[src/rtl/ranger_pkg.sv]
// ranger_pkg: shared types and timing constants for the ultrasonic ranger.
// Holds the FSM state enum, default derived timing constants and a width helper.
package ranger_pkg;

    typedef enum logic [2:0] {
        IDLE      = 3'd0,
        TRIG      = 3'd1,
        WAIT_RISE = 3'd2,
        MEASURE   = 3'd3,
        DONE      = 3'd4
    } state_e;

    localparam int DEF_CLK_HZ    = 100_000_000;
    localparam int DEF_PERIOD_MS = 60;

    localparam int TICK_DIV   = DEF_CLK_HZ / 1_000_000;
    localparam int PERIOD_US  = DEF_PERIOD_MS * 1000;
    localparam int TIMEOUT_US = 30_000;

    // Bits needed to hold values 0..max_val.
    function automatic int cnt_w(input int max_val);
        return (max_val < 2) ? 1 : $clog2(max_val + 1);
    endfunction

endpackage

[src/rtl/ultrasonic_ranger_if.sv]
// ultrasonic_ranger_if: sensor pins plus distance sample bundle.
// master = ranger (echo in; trigger, dist_cm, dist_valid, timeout, busy out).
interface ultrasonic_ranger_if #(
    parameter int DIST_W = 9
);
    logic              echo;
    logic              trigger;
    logic [DIST_W-1:0] dist_cm;
    logic              dist_valid;
    logic              timeout;
    logic              busy;

    modport master (
        input  echo,
        output trigger, dist_cm, dist_valid, timeout, busy
    );

    modport slave (
        output echo,
        input  trigger, dist_cm, dist_valid, timeout, busy
    );
endinterface

[src/rtl/echo_sync.sv]
// echo_sync: 2-flop synchronizer for an async input plus rise/fall pulses.
// Ports: clk, rst_n (async active-low), async_in in; rise, fall one-cycle out.
module echo_sync (
    input  logic clk,
    input  logic rst_n,
    input  logic async_in,
    output logic rise,
    output logic fall
);
    // [0],[1] synchronize; [2] is the previous synchronized value.
    logic [2:0] sh_q;
    logic [2:0] sh_d;

    assign sh_d = {sh_q[1:0], async_in};

    always_ff @(posedge clk or negedge rst_n) begin
        if (!rst_n) begin
            sh_q <= '0;
        end else begin
            sh_q <= sh_d;
        end
    end

    assign rise = sh_q[1] & ~sh_q[2];
    assign fall = ~sh_q[1] & sh_q[2];
endmodule

[src/rtl/ultrasonic_ranger.sv]
// ultrasonic_ranger: HC-SR04 front end - periodic trigger, echo timing, cm output.
// Ports: clk, rst_n (async active-low), bus (master: echo in; trigger, dist_cm,
//   dist_valid, timeout, busy out). Define RANGER_AVG_EN for 4-sample averaging.
module ultrasonic_ranger #(
    parameter int CLK_HZ     = ranger_pkg::DEF_CLK_HZ,
    parameter int TRIG_US    = 10,
    parameter int PERIOD_MS  = ranger_pkg::DEF_PERIOD_MS,
    parameter int TIMEOUT_US = ranger_pkg::TIMEOUT_US,
    parameter int US_PER_CM  = 58,
    parameter int DIST_W     = 9
) (
    input logic                 clk,
    input logic                 rst_n,
    ultrasonic_ranger_if.master bus
);
    import ranger_pkg::state_e;
    import ranger_pkg::IDLE;
    import ranger_pkg::TRIG;
    import ranger_pkg::WAIT_RISE;
    import ranger_pkg::MEASURE;
    import ranger_pkg::DONE;
    import ranger_pkg::cnt_w;

    localparam int TICK_N = CLK_HZ / 1_000_000;
    localparam int PER_N  = PERIOD_MS * 1000;
    localparam int PH_MAX = (TIMEOUT_US > TRIG_US) ? TIMEOUT_US : TRIG_US;
    localparam int TICK_W = cnt_w(TICK_N - 1);
    localparam int PER_W  = cnt_w(PER_N);
    localparam int PH_W   = cnt_w(PH_MAX);
    localparam int CM_W   = cnt_w(US_PER_CM);

    state_e state_q, state_d;

    logic [TICK_W-1:0] tick_cnt_q, tick_cnt_d;
    logic [PER_W-1:0]  per_cnt_q, per_cnt_d;
    logic [PH_W-1:0]   ph_cnt_q, ph_cnt_d;
    logic [CM_W-1:0]   cm_cnt_q, cm_cnt_d;
    logic [DIST_W-1:0] acc_q, acc_d;
    logic [DIST_W-1:0] dist_q, dist_d;
    logic              valid_q, valid_d;
    logic              to_q, to_d;

    logic echo_rise, echo_fall;
    logic tick, per_hit, trig_end, ph_to, cm_wrap, abort;
    logic trigger, busy;

    echo_sync u_sync (
        .clk      (clk),
        .rst_n    (rst_n),
        .async_in (bus.echo),
        .rise     (echo_rise),
        .fall     (echo_fall)
    );

    assign tick     = (tick_cnt_q == TICK_W'(TICK_N - 1));
    assign per_hit  = tick && (per_cnt_q >= PER_W'(PER_N - 1));
    assign trig_end = tick && (ph_cnt_q == PH_W'(TRIG_US - 1));
    assign ph_to    = tick && (ph_cnt_q == PH_W'(TIMEOUT_US - 1));
    assign cm_wrap  = tick && (cm_cnt_q == CM_W'(US_PER_CM - 1));

    // An edge seen on the same tick as the limit wins over the timeout.
    assign abort = ph_to
                && ((state_q == WAIT_RISE && !echo_rise)
                 || (state_q == MEASURE && !echo_fall));

    always_ff @(posedge clk or negedge rst_n) begin
        if (!rst_n) begin
            state_q <= IDLE;
        end else begin
            state_q <= state_d;
        end
    end

    always_comb begin
        state_d = state_q;
        case (state_q)
            IDLE:      if (per_hit) state_d = TRIG;
            TRIG:      if (trig_end) state_d = WAIT_RISE;
            WAIT_RISE: begin
                if (echo_rise) state_d = MEASURE;
                else if (ph_to) state_d = IDLE;
            end
            MEASURE:   begin
                if (echo_fall) state_d = DONE;
                else if (ph_to) state_d = IDLE;
            end
            DONE:      state_d = IDLE;
            default:   state_d = IDLE;
        endcase
    end

    always_comb begin
        trigger = (state_q == TRIG);
        busy    = (state_q != IDLE);
    end

    always_comb begin
        tick_cnt_d = tick ? '0 : tick_cnt_q + 1'b1;

        // Period restarts on trigger entry and free-runs through the
        // measurement so the cycle length never depends on the echo.
        per_cnt_d = per_cnt_q;
        if (state_q == IDLE && per_hit) per_cnt_d = '0;
        else if (tick && per_cnt_q != '1) per_cnt_d = per_cnt_q + 1'b1;

        ph_cnt_d = ph_cnt_q;
        if (state_d != state_q || state_q == IDLE) ph_cnt_d = '0;
        else if (tick) ph_cnt_d = ph_cnt_q + 1'b1;

        cm_cnt_d = '0;
        acc_d    = '0;
        if (state_q == MEASURE) begin
            cm_cnt_d = cm_cnt_q;
            acc_d    = acc_q;
            if (cm_wrap) begin
                cm_cnt_d = '0;
                if (acc_q != '1) acc_d = acc_q + 1'b1;
            end else if (tick) begin
                cm_cnt_d = cm_cnt_q + 1'b1;
            end
        end else if (state_q == DONE) begin
            acc_d = acc_q;
        end
    end

    always_ff @(posedge clk or negedge rst_n) begin
        if (!rst_n) begin
            tick_cnt_q <= '0;
            per_cnt_q  <= '0;
            ph_cnt_q   <= '0;
            cm_cnt_q   <= '0;
            acc_q      <= '0;
            dist_q     <= '0;
            valid_q    <= 1'b0;
            to_q       <= 1'b0;
        end else begin
            tick_cnt_q <= tick_cnt_d;
            per_cnt_q  <= per_cnt_d;
            ph_cnt_q   <= ph_cnt_d;
            cm_cnt_q   <= cm_cnt_d;
            acc_q      <= acc_d;
            dist_q     <= dist_d;
            valid_q    <= valid_d;
            to_q       <= to_d;
        end
    end

`ifdef RANGER_AVG_EN
    logic [3:0][DIST_W-1:0] win_q, win_d;
    logic                   fill_q, fill_d;
    logic                   load_q, load_d;
    logic [DIST_W+1:0]      win_sum;

    // The first sample is copied into every slot, so a partly filled
    // window averages against the value that started it.
    always_comb begin
        win_d  = win_q;
        fill_d = fill_q;
        load_d = 1'b0;
        if (state_q == DONE) begin
            if (!fill_q) win_d = {4{acc_q}};
            else win_d = {win_q[2:0], acc_q};
            fill_d = 1'b1;
            load_d = 1'b1;
        end
        win_sum = '0;
        for (int i = 0; i < 4; i++) begin
            win_sum = win_sum + {2'b00, win_q[i]};
        end
        dist_d  = load_q ? win_sum[DIST_W+1:2] : dist_q;
        valid_d = load_q;
        to_d    = abort;
    end

    always_ff @(posedge clk or negedge rst_n) begin
        if (!rst_n) begin
            win_q  <= '0;
            fill_q <= 1'b0;
            load_q <= 1'b0;
        end else begin
            win_q  <= win_d;
            fill_q <= fill_d;
            load_q <= load_d;
        end
    end
`else
    always_comb begin
        dist_d  = (state_q == DONE) ? acc_q : dist_q;
        valid_d = (state_q == DONE);
        to_d    = abort;
    end
`endif

    assign bus.trigger    = trigger;
    assign bus.busy       = busy;
    assign bus.dist_cm    = dist_q;
    assign bus.dist_valid = valid_q;
    assign bus.timeout    = to_q;
endmodule

[src/flat_wrapper.sv]
// flat-port wrapper written by rule: the top's interface ports become plain ports
module ultrasonic_ranger_flat import ranger_pkg::state_e; import ranger_pkg::IDLE; import ranger_pkg::TRIG; import ranger_pkg::WAIT_RISE; import ranger_pkg::MEASURE; import ranger_pkg::DONE; import ranger_pkg::cnt_w;
#(
    parameter int CLK_HZ     = ranger_pkg::DEF_CLK_HZ,
    parameter int TRIG_US    = 10,
    parameter int PERIOD_MS  = ranger_pkg::DEF_PERIOD_MS,
    parameter int TIMEOUT_US = ranger_pkg::TIMEOUT_US,
    parameter int US_PER_CM  = 58,
    parameter int DIST_W     = 9
)
  (clk, rst_n, bus_echo, bus_trigger, bus_dist_cm, bus_dist_valid, bus_timeout, bus_busy);
  ultrasonic_ranger_if #(.DIST_W(DIST_W)) bus_i ();
  input logic clk;
  input logic rst_n;
  input wire logic [$bits(bus_i.echo)-1:0] bus_echo;
  output wire logic [$bits(bus_i.trigger)-1:0] bus_trigger;
  output wire logic [$bits(bus_i.dist_cm)-1:0] bus_dist_cm;
  output wire logic [$bits(bus_i.dist_valid)-1:0] bus_dist_valid;
  output wire logic [$bits(bus_i.timeout)-1:0] bus_timeout;
  output wire logic [$bits(bus_i.busy)-1:0] bus_busy;
  assign bus_i.echo = bus_echo;
  assign bus_trigger = bus_i.trigger;
  assign bus_dist_cm = bus_i.dist_cm;
  assign bus_dist_valid = bus_i.dist_valid;
  assign bus_timeout = bus_i.timeout;
  assign bus_busy = bus_i.busy;
  ultrasonic_ranger #(.CLK_HZ(CLK_HZ), .TRIG_US(TRIG_US), .PERIOD_MS(PERIOD_MS), .TIMEOUT_US(TIMEOUT_US), .US_PER_CM(US_PER_CM), .DIST_W(DIST_W)) u_core (.clk(clk), .rst_n(rst_n), .bus(bus_i));
endmodule
[config.mk]
export PLATFORM = sky130hd
export DESIGN_NAME = ultrasonic_ranger_flat
export DESIGN_NICKNAME = d
export VERILOG_FILES = /design/src/rtl/ranger_pkg.sv /design/src/rtl/ultrasonic_ranger_if.sv /design/src/rtl/echo_sync.sv /design/src/rtl/ultrasonic_ranger.sv /design/src/flat_wrapper.sv
export SDC_FILE = /design/constraint.sdc
export NUM_CORES = 1
export LEC_CHECK = 0
export CORE_UTILIZATION = 64
export CTS_CLUSTER_DIAMETER = 150
export DETAILED_ROUTE_END_ITERATION = 10
export PLACE_DENSITY = 0.81
export SYNTH_ARGS = -nofsm -noshare
export SYNTH_HDL_FRONTEND = slang
export SYNTH_SLANG_ARGS = --single-unit
[constraint.sdc]
create_clock -name clk -period 3.9 [get_ports clk]
set_input_delay 0.78 -clock clk [delete_from_list [all_inputs] [get_ports clk]]
set_output_delay 0.78 -clock clk [all_outputs]
set_load 0.05 [all_outputs]
==> run metrics <==
status completed; Clock Tree Root clkbuf_8; YS warnings 0; Initial Util 66.7%; CP Launch Type flop; Final Util 74.3%; DRT antenna net count 0; Clk network pwr share 42.8%; VDD IR-drop max roughly 0.27 mV; CP Data Required Time 4130 ps; area growth from synthesis to layout 11.5%; register area share after synthesis 51.1%; max cap viols 0; H-tree depth 3; fin nets 368; DRC Markers 0; vias in the first global route 2,499; Reg2Reg Depth 7; cell-internal power 1.03 mW; reg-to-reg critical path startpoint u_core.tick_cnt_q[0]; Min-Delay Path Class flop to flop; final setup violation count 0; DP Area 3630 µm²; initial antenna violation count 0; FP Rows 26; post-synthesis cell area 3430 µm²; CTS Sinks 70; Critical Path Start u_core.tick_cnt_q[0]; sw frac 20.7%; Hold Fails Final Rpt 0; post-route design area 3820 µm²; cts repair resizes 0; crit path capture u_core.per_cnt_q[14]; Tcrit/Tclk final 70.7%; largest net degree at the start of global routing 71; critical path class flop to flop; Avg WL per Cell about 15 µm; final worst path period need about 2800 ps; register area ~1800 µm²; Synth Net Count 349; Routed WL roughly 6700 µm; Post-synth ARST share 100%; synthesized netlist cell count roughly 340; Worst Clk Skew between 6 and 7 ps; routability congestion estimate about 0.9; CP Max Fanout 11; reg2reg setup slack 1140 ps; clock buffer depth 2; postcts setup bufs 0; RR Endpoint u_core.per_cnt_q[14]; Post-synth EDFFs 0; CP arrival 2990 ps; Mapped Avg Cell Area 10.1 µm²; Yosys top cell by area dfrtp_1; core footprint 5140 µm²; Iter 0 DRT Violations 206; Comb pwr share 1.3%; area of the multi-input gates 1620 µm²; clock buffer count from CTS 9; Pleak 1.63 nW; clk_lat worst skew 340 ps; measured slew at the worst slew-check pin 1190 ps; share of layout cells above drive strength 1 9.70%; Flop pwr share 55.9%; pwr dens 341 nW/µm²; Final WS setup 1140 ps; Worst-path clk slew ~70 ps; max frequency 0.363 GHz; Final Max Tran Viols 0; kind of end point of the critical path flop; fill count 394; gr ovfl total 0; setup TNS 0 ps; clock tree from TritonCTS built; Ports 16; die area 5650 µm²; post-synthesis cell type count 48; hold_buf cts 0; antenna cells 0; Top FF cell, synth dfrtp_1; die width approximately 75 µm; total track usage 26.8%; first-pass GRT wire length 11,200 µm; die height roughly 75 µm; net switching power 0.269 mW; Area contributors post-synth dfrtp_1 51%, nor2_1 6.1%, xor2_1 5.4%; relative slew slack 20.3%; vias per cell a little under 6; post-synthesis register bit count 70; PortBufs 15; post-place setup slack ~1200 ps; RSZ-0062 raised after global routing false; routed vias 2,568; area share of the largest cell type after synthesis about half; DRT Pass-1 Iters 4; post-DP HPWL 4540 µm
state kept, by name, indices dropped and copies added (netlist names):
name / flops
u_core.cm_cnt_q: 6
u_core.acc_q: 9
u_core.ph_cnt_q: 15
u_core.per_cnt_q: 16
u_core.bus.dist_cm: 9
u_core.state_q: 3
u_core.bus.dist_valid: 1
u_core.tick_cnt_q: 7
u_core.u_sync.sh_q: 3
u_core.bus.timeout: 1
worst max-delay path, cell delays in order (launching register included):
cell	delay (ps)
dfrtp_1	370
ha_1	230
and4bb_1	350
nand2_1	310
a2111oi_0	980
nand2_1	170
xor2_1	180
nor2_1	50
per-layer routing:
metal | up-vias | GRT usage (%) | part of all wire (%)
met3 | 19 | 4.69 | 3.8
met4 | 0 | 14.0 | 2.9
met1 | 1262 | 33.5 | 44
met2 | 64 | 44.9 | 50
met5 | - | 0 | 0
li1 | 1223 | - | -
power groups by stage:
stage / registers (mW) / logic (mW) / clock network, mW
global route: 0.728 / 0.0205 / 0.596
detailed placement: 0.742 / 0.0180 / 0
CTS: 0.728 / 0.0180 / 0.570
floorplan: 0.742 / 0.00124 / 0
global placement: 0.742 / 0.0175 / 0
finish: 0.728 / 0.0168 / 0.559
kinds of logic after synthesis:
family                   synth area share (%)
XOR/XNOR                                 8.95
AO/OA/AOI/OAI                            8.40
buffers and inverters                    1.86
AND/OR/NAND/NOR                          23.5
flip-flops                               51.1
multiplexers                             3.25
adder cells (fa/ha/maj)                  2.92
area by class of cell:
| class | count | share of cell area (%) |
|---|---|---|
| Sequential cell | 70 | 45.8 |
| Multi-Input combinational cell | 254 | 42.3 |
| Timing Repair Buffer | 17 | 4.19 |
| Clock buffer | 10 | 3.60 |
| Tap cell | 70 | 2.29 |
| Clock inverter | 5 | 1.31 |
| Inverter | 5 | 0.491 |
per-stage QoR:
| step | instances | total power, mW | hold WS [ps] |
|---|---|---|---|
| after global routing | 431 | 1.34 | 379 |
| after floorplan | 338 | 0.743 | 331 |
| after detailed placement | 416 | 0.760 | 356 |
| after CTS | 431 | 1.32 | 372 |
| final | 431 | 1.30 | 383 |
| after global placement | 416 | 0.760 | 332 |
how the worst min path moves through the flow:
stage,slack [ps],start,cells after the start,endpoint
after floorplan,330,u_core.u_sync.sh_q[0],0,u_core.u_sync.sh_q[1]
after global placement,330,u_core.u_sync.sh_q[0],0,u_core.u_sync.sh_q[1]
after detailed placement,360,u_core.u_sync.sh_q[0],0,u_core.u_sync.sh_q[1]
after CTS,370,u_core.u_sync.sh_q[0],0,u_core.u_sync.sh_q[1]
after global routing,380,u_core.u_sync.sh_q[0],0,u_core.u_sync.sh_q[1]
final,380,u_core.u_sync.sh_q[0],0,u_core.u_sync.sh_q[1]
cell usage after synthesis (2+ instances only):
master	count
nor3b_1	3
xnor2_1	14
and3_1	5
a2111oi_0	2
nor2_1	56
o31ai_1	2
nand2_1	28
or3_4	2
a21oi_1	9
and2_1	2
nand4b_1	2
xor2_1	21
a31oi_1	2
or3_1	6
nand3_1	22
a311oi_1	3
nor4_1	3
inv_1	5
clkbuf_1	7
o21ai_0	9
a41o_1	2
nand2b_1	6
a211oi_1	5
nand4_1	6
nor3_1	8
mux2_2	9
ha_1	8
nor2b_1	2
dfrtp_1	70
placed cells by master, fill, tap and decap left out, types with 3 or more instances in the layout:
cell type,instances
a211oi_1,5
mux2_2,9
nand2b_1,6
nor2_1,56
and3_1,5
dfrtp_1,70
o21ai_0,9
xnor2_1,14
nand3_1,22
inv_1,5
or3_1,6
nand4_1,6
xor2_1,21
a311oi_1,3
clkdlybuf4s50_1,14
ha_1,8
a21oi_1,9
clkbuf_8,10
nor4_1,3
nand2_1,28
nor3_1,8
clkinv_2,4
No activity file was read; power rests on OpenSTA's default activity.
